**config.mk**
```make
export PLATFORM = sky130hd
export DESIGN_NAME = register_bank
export DESIGN_NICKNAME = d
export VERILOG_FILES = /design/src/rtl/register_bank_pkg.sv /design/src/rtl/register_bank_read_port.sv /design/src/rtl/register_bank.sv
export SDC_FILE = /design/constraint.sdc
export NUM_CORES = 2
export LEC_CHECK = 0
export ABC_CLOCK_PERIOD_IN_PS = 2430
export CORE_MARGIN = 10
export CORE_UTILIZATION = 40
export CTS_BUF_LIST = sky130_fd_sc_hd__clkbuf_4 sky130_fd_sc_hd__clkbuf_8 sky130_fd_sc_hd__clkbuf_16
export DETAILED_ROUTE_END_ITERATION = 10
export HOLD_SLACK_MARGIN = 0.03
export PLACE_DENSITY_LB_ADDON = 0.1
export SLEW_MARGIN = 40
export SYNTH_ARGS = -nofsm -noshare
export SYNTH_HDL_FRONTEND = slang
export SYNTH_SLANG_ARGS = --single-unit
```
**constraint.sdc**
```tcl
create_clock -name clk -period 2.43 [get_ports clk]
set_input_delay 0.243 -clock clk [delete_from_list [all_inputs] [get_ports clk]]
set_output_delay 0.243 -clock clk [all_outputs]
set_load 0.02 [all_outputs]
```
**src/rtl/register_bank_pkg.sv**
```systemverilog
// Shared sizing and types for the register file.
// Zero latency; no backpressure (pure definitions).
package register_bank_pkg;
  localparam int DATA_WIDTH = 32;
  localparam int ADDR_WIDTH = 5;
  localparam int NUM_REGS   = 32;
  localparam int ZERO_REG   = 0;

  typedef logic [ADDR_WIDTH-1:0] reg_addr_t;
  typedef logic [DATA_WIDTH-1:0] reg_data_t;
endpackage

```
**src/rtl/register_bank_read_port.sv**
```systemverilog
// One combinational read port: index mux, r0 forced to zero, optional write bypass.
// Zero latency; no backpressure (always ready).
module register_bank_read_port
  import register_bank_pkg::*;
#(
  parameter int DATA_WIDTH = register_bank_pkg::DATA_WIDTH,
  parameter int ADDR_WIDTH = register_bank_pkg::ADDR_WIDTH
) (
  input  logic [(2**ADDR_WIDTH)-1:0][DATA_WIDTH-1:0] mem,
  input  logic [ADDR_WIDTH-1:0]                      rd_addr,
`ifdef REGISTER_BANK_BYPASS_EN
  input  logic                                       byp_vld,
  input  logic [ADDR_WIDTH-1:0]                      byp_addr,
  input  logic [DATA_WIDTH-1:0]                      byp_dat,
`endif
  output logic [DATA_WIDTH-1:0]                      rd_dat
);

  always_comb begin
    rd_dat = mem[rd_addr];
    if (rd_addr == ADDR_WIDTH'(ZERO_REG)) begin
      rd_dat = '0;
    end
`ifdef REGISTER_BANK_BYPASS_EN
    // Forward the in-flight write-back value so decode sees it this cycle.
    if (byp_vld && (byp_addr != ADDR_WIDTH'(ZERO_REG)) && (byp_addr == rd_addr)) begin
      rd_dat = byp_dat;
    end
`endif
  end

endmodule

```
**src/rtl/register_bank.sv**
```systemverilog
// 32x32 register file, 2 async read ports, 1 sync write port; r0 reads zero. Optional macro REGISTER_BANK_BYPASS_EN.
// Read latency 0, write visible after the edge; no backpressure (writes always accepted).
module register_bank
  import register_bank_pkg::*;
#(
  parameter int DATA_WIDTH = register_bank_pkg::DATA_WIDTH,
  parameter int ADDR_WIDTH = register_bank_pkg::ADDR_WIDTH
) (
  input  logic                  clk,
  input  logic                  reset,
  input  logic [ADDR_WIDTH-1:0] i_r1,
  input  logic [ADDR_WIDTH-1:0] i_r2,
  input  logic [ADDR_WIDTH-1:0] write_register,
  input  logic [DATA_WIDTH-1:0] write_data,
  input  logic                  regwrite,
  output logic [DATA_WIDTH-1:0] d1,
  output logic [DATA_WIDTH-1:0] d2
);

  localparam int DEPTH = 2**ADDR_WIDTH;

  logic [DEPTH-1:0][DATA_WIDTH-1:0] mem_q;
  logic [DEPTH-1:0][DATA_WIDTH-1:0] mem_d;

  always_comb begin
    mem_d = mem_q;
    if (regwrite && (write_register != ADDR_WIDTH'(ZERO_REG))) begin
      mem_d[write_register] = write_data;
    end
  end

  // Reset wins over a coincident write.
  always_ff @(posedge clk) begin
    if (reset) begin
      mem_q <= '0;
    end else begin
      mem_q <= mem_d;
    end
  end

`ifdef REGISTER_BANK_BYPASS_EN
  logic byp_vld;
  assign byp_vld = regwrite & ~reset;
`endif

  register_bank_read_port #(
    .DATA_WIDTH (DATA_WIDTH),
    .ADDR_WIDTH (ADDR_WIDTH)
  ) u_rd1 (
    .mem      (mem_q),
    .rd_addr  (i_r1),
`ifdef REGISTER_BANK_BYPASS_EN
    .byp_vld  (byp_vld),
    .byp_addr (write_register),
    .byp_dat  (write_data),
`endif
    .rd_dat   (d1)
  );

  register_bank_read_port #(
    .DATA_WIDTH (DATA_WIDTH),
    .ADDR_WIDTH (ADDR_WIDTH)
  ) u_rd2 (
    .mem      (mem_q),
    .rd_addr  (i_r2),
`ifdef REGISTER_BANK_BYPASS_EN
    .byp_vld  (byp_vld),
    .byp_addr (write_register),
    .byp_dat  (write_data),
`endif
    .rd_dat   (d2)
  );

endmodule

```
# --- Word-level counts from Yosys, hierarchy flattened ---
# Index checks and enable logic that the tools add are counted.
totals:
  reg_bits: 1024
  latchBits: 0
  ramBits: 0
  romBits: 0
  memories: 0
classes:
  add_sub_neg: 0
  n_mul: 0
  div_mod_pow: 0
  order_cmp: 4
  n_eq_ne: 0
  shift: 0
  muxes: 9
  bitwise: 0
  reduce_logical: 5
ops:
  columns: ["operator", "count"]
  rows:
  - ["1024-bit bitwise mux", 1]
  - ["32-bit binary-select mux with 5-bit select", 2]
  - ["32-bit demux with 5-bit select", 1]
  - ["32-bit two-way mux", 5]
  - ["5-bit by 6-bit less-than comparator with 1-bit output (second input constant)", 3]
  - ["5-bit zero test", 2]
  - ["5-bit by 1-bit greater-or-equal comparator with 1-bit output (second input constant)", 1]
  - ["5-bit nonzero test", 1]
  - ["1-bit logical AND", 2]

# --- Longest topological paths before layout ---
logic_depth:
  ltp_word: 5
  depth_mapped: 9
  mapped_depth_nobuf: 4

# --- By module ---
# Synthesis repeated with hierarchy kept, for this count alone.
unflattened:
  hier_cells: 4760
  hier_area_um2: 55751.0
by_module_without_submodules:
  columns: ["module", "n_inst", "cells_per_inst", "area_per_inst_um2", "seq_area_each_um2"]
  rows:
  - ["register_bank", 1, 3432, 39014.9, 20499.7]
  - ["register_bank_read_port", 2, 664, 8368.0, 0.0]

# --- Worst setup path before layout ---
# OpenSTA, ideal clock, no wires.
synth_path:
  path_kind: "input -> output"
  from: "input port i_r2[1]"
  to: "output port d2[28]"
  t_arrival_ns: 1.934
  t_required_ns: 2.187
  slack_ns: 0.253
  cell_stages: 7
  cell_sequence: "buf_4 > buf_6 > nor2b_1 > clkbuf_1 > a221oi_1 > o21ai_0 > a311oi_1"
synth_via:
  elab_chain_len: 3
  elab_cells_between_ends: 4
  cone_classes: "mux: 3; reduce/logical: 1"
synth_rtl:
  columns: ["element", "line", "source"]
  rows:
  - ["start: declaration", "register_bank.sv:12", "input logic [ADDR_WIDTH-1:0] i_r2,"]
  - ["32-bit binary-select mux with 5-bit select", "register_bank_read_port.sv:20", "rd_dat = mem[rd_addr];"]
  - ["32-bit two-way mux (not written as such)", "register_bank_read_port.sv:20", null]
  - ["32-bit two-way mux (*)", "register_bank_read_port.sv:21", "if (rd_addr == ADDR_WIDTH'(ZERO_REG)) begin"]
  - ["end: declaration", "register_bank.sv:17", "output logic [DATA_WIDTH-1:0] d2"]
# Mark *: on every way between the ends. The rest lies on a longest branch, timed or not. The select of a mux whose other input is x is not followed.

# --- Final worst setup path ---
layout_path:
  from: "register mem_q[113] (netlist bit)"
  to: "output port d1[17]"
layout_via:
  elab_chain_len: 3
layout_rtl:
  columns: ["element", "line", "source"]
  rows:
  - ["start: declaration", "register_bank.sv:22", "logic [DEPTH-1:0][DATA_WIDTH-1:0] mem_q;"]
  - ["start signal: assignment", "register_bank.sv:37", "mem_q <= mem_d;"]
  - ["32-bit binary-select mux with 5-bit select", "register_bank_read_port.sv:20", null]
  - ["32-bit two-way mux (not written as such)", "register_bank_read_port.sv:20", null]
  - ["32-bit two-way mux", "register_bank_read_port.sv:21", null]
  - ["end: declaration", "register_bank.sv:16", "output logic [DATA_WIDTH-1:0] d1,"]
# No other way between the ends. The select of a mux whose other input is x is not followed.

==> results.toml <==
[timing]
hold_viol_final = 0
worst_clock_skew_ps = 0
max_slew.worst_pin.slew_ps = 623.8
fin_setup_tns_ps = -11430
holdWs_ps = 337.2
worst_slack_ps = -383.6
drv_slew = 0
fin_crit_sh_pct = 115.8
max_freq_ghz = 0.3554
setup_violations = 64
period_minus_slack_ps = 2814
rsz0062_at_grt = "yes"
relSlewSlack_pct = 58.41

[status]
status = "finished, violations left"
violations = "negative setup slack"

[placement]
dp_hpwl_mm = 153.5
routabilityCongestion = 0.9300
io_buffers = 113

[synthesis]
yosysWarnings = 0
synth_ff_type = "dfxtp_1"
syn-num-nets = 5880
syn_inst = 5830
synth.area.top_cells = "dfxtp_1, mux4_2, nand2_1"
avgSynthCellArea_um2 = 8.868
yosys.area.top_type_share_pct = 39.65
synth_seq_cells = 1024
synth-async-reset-ratio_pct = 0
synth_cell_types = 39
syn_area_mm2 = 0.05170
synth_edf_count = 0
yosys.area.top_type = "dfxtp_1"
ys_seq_area_share_pct = 39.65

[pwr]
ir_worst_vdd_uv = 646.5
powerDensity_mw_per_mm2 = 619.1
leakage_nw = 22.31

[routing]
wl_per_cell_um = 29.13
postRouteWirelength_mm = 231.0
first_pass_iters = 6
drc_errors = 0
drtIter0Drc = 5983
post_drt_via_cell_ratio = 6.079
postRouteAntennaNets = 0
vias = 48210

[critical_path]
crit_path_max_fanout = 2
critPathArrivalTime_ps = 2570
rr_startpoint = "mem_q[229]$_SDFFE_PP0P_"
critPathKind = "reg2out"
critPathCaptureType = "primary output"
critPathLaunch = "mem_q[113]$_SDFFE_PP0P_"
critPathRequiredTime_ps = 2190
start_kind = "flip-flop"

[global_routing]
grt_start_max_net_pins = 107
grt_pass1_wl_mm = 332.0
gr-total-overflow = 0
grt_usage_pct = 30.66
antenna_found_initial = 4
grt_pass1_vias = 45450

[floorplan]
start_util_pct = 40.39
dieArea_mm2 = 0.1440
die_x_um = 379.5
core_area_mm2 = 0.1280
io_pins = 114
die_y_um = 379.5
rows = 131

[layout]
largest_reg_flops = 1024
top_register = "mem_q"
register_area_mm2 = 0.02070
num-nets-final = 6156
mostFrequentLayoutCell = "nand2_1"
layout_common_cells = "nand2_1, a21oi_1, dfxtp_1, buf_4, mux4_2"
fillers = 11650
reg.largest.list = "mem_q x1024"
multi_input_area_mm2 = 0.03020
areaGrowthSynthToFinish_pct = 27.52
drive_above_1_share_pct = 30.16

[clock_tree]
clk_pin_slew_ps = 60
cts_max_path_buffers = 3
cts_htree_levels = 3
cts_buffers = 117
cts_tree = "yes"
cts.sinks = 1024
insertion_delay_ps = 760
cts-root-buf = "clkbuf_16"

[min_path]
hold_path.class = "in2reg"
hp-start = "write_data[23]"

[run]
drv_cap = 0
-- metrics by stage --
stage	total power [W]	std cells	setup WS, ps	instance area (µm²)	util (%)
CTS	0.04079	7928	-365.5	65250	50.97
detailed placement	0.02158	7715	-539.4	59710	46.64
global placement	0.02157	7715	-585.4	59710	46.64
global route	0.04180	7930	-371.5	65930	51.50
floorplan	0.01942	5830	253.4	51700	-
finish	0.04082	7931	-383.6	65930	51.50
-- where the power goes --
group          total [W]  internal, W  switching, W
clock network     0.0192       0.0115       0.00770
registers         0.0170       0.0169     0.0000947
logic            0.00458      0.00177       0.00281
total             0.0408       0.0302        0.0106
-- path summary, 6_finish.rpt --
| kind | end | slack, ps | cells after the start |
|---|---|---|---|
| worst max-delay path | d1[17] | -380 | 6 |
| worst min-delay path | mem_q[855]$_SDFFE_PP0P_ | 340 | 4 |
| worst max register to register | mem_q[229]$_SDFFE_PP0P_ | 1660 | 4 |
| worst min register to register | mem_q[231]$_SDFFE_PP0P_ | 460 | 2 |
-- worst max-delay path, cell delays in order (launching register included) --
cell and delay [ps]:
dfxtp_2 320, mux4_2 510, mux2i_4 210, a221o_1 370, a31oi_1 90, buf_4 190, buf_6 130
-- synth_stat cells (all sizes together), types with 20 or more instances --
library cell and number:
a311oi 32, nor2b 71, clkbuf 342, a21oi 992, nand2 2054, mux2i 192
a221oi 45, nor2 20, a211oi 32, a22oi 64, a31oi 32, mux4 448
o21ai 77, a221o 32, buf 280, dfxtp 1024, mux2 32
-- final cells by class --
class                           count  area share [%]
Tap cell                         1729           3.281
Sequential cell                  1024           31.40
Multi-Input combinational cell   4182           45.80
Timing Repair Buffer              779           13.19
Clock inverter                     49           1.006
Clock buffer                      165           5.293
Antenna cell                        1        0.003796
Inverter                            2         0.01898
-- layer usage --
metal / track usage [%] / wire (µm) / vias to the layer above
met1: 43.44 / 96100 / 24010
li1: - / - / 21040
met4: 9.882 / 7908 / 2
met2: 46.05 / 101000 / 2705
met3: 6.871 / 26060 / 456
met5: 0 / 13 / -
-- cells by family (layout without fill, tap and decap cells) --
family,count (synthesis),after routing,synth area share [%]
simple gates,2185,2185,16.49
compound gates,1325,1325,14.38
flops,1024,1024,39.65
mux,672,672,23.93
buf+inv,624,995,5.552
other cells,0,1,0
-- repair_timing --
item / in CTS / in global routing
cloned: 1 / 2
resized for setup: 565 / 186
buffers inserted: 6 / 4
pin swaps: 71 / 63
hold endpoints to repair: 43 / 0
hold buffers: 1 / 0
endpoints found under the setup margin: 64 / 64
Note: power is estimated with default switching activity, not from simulation.
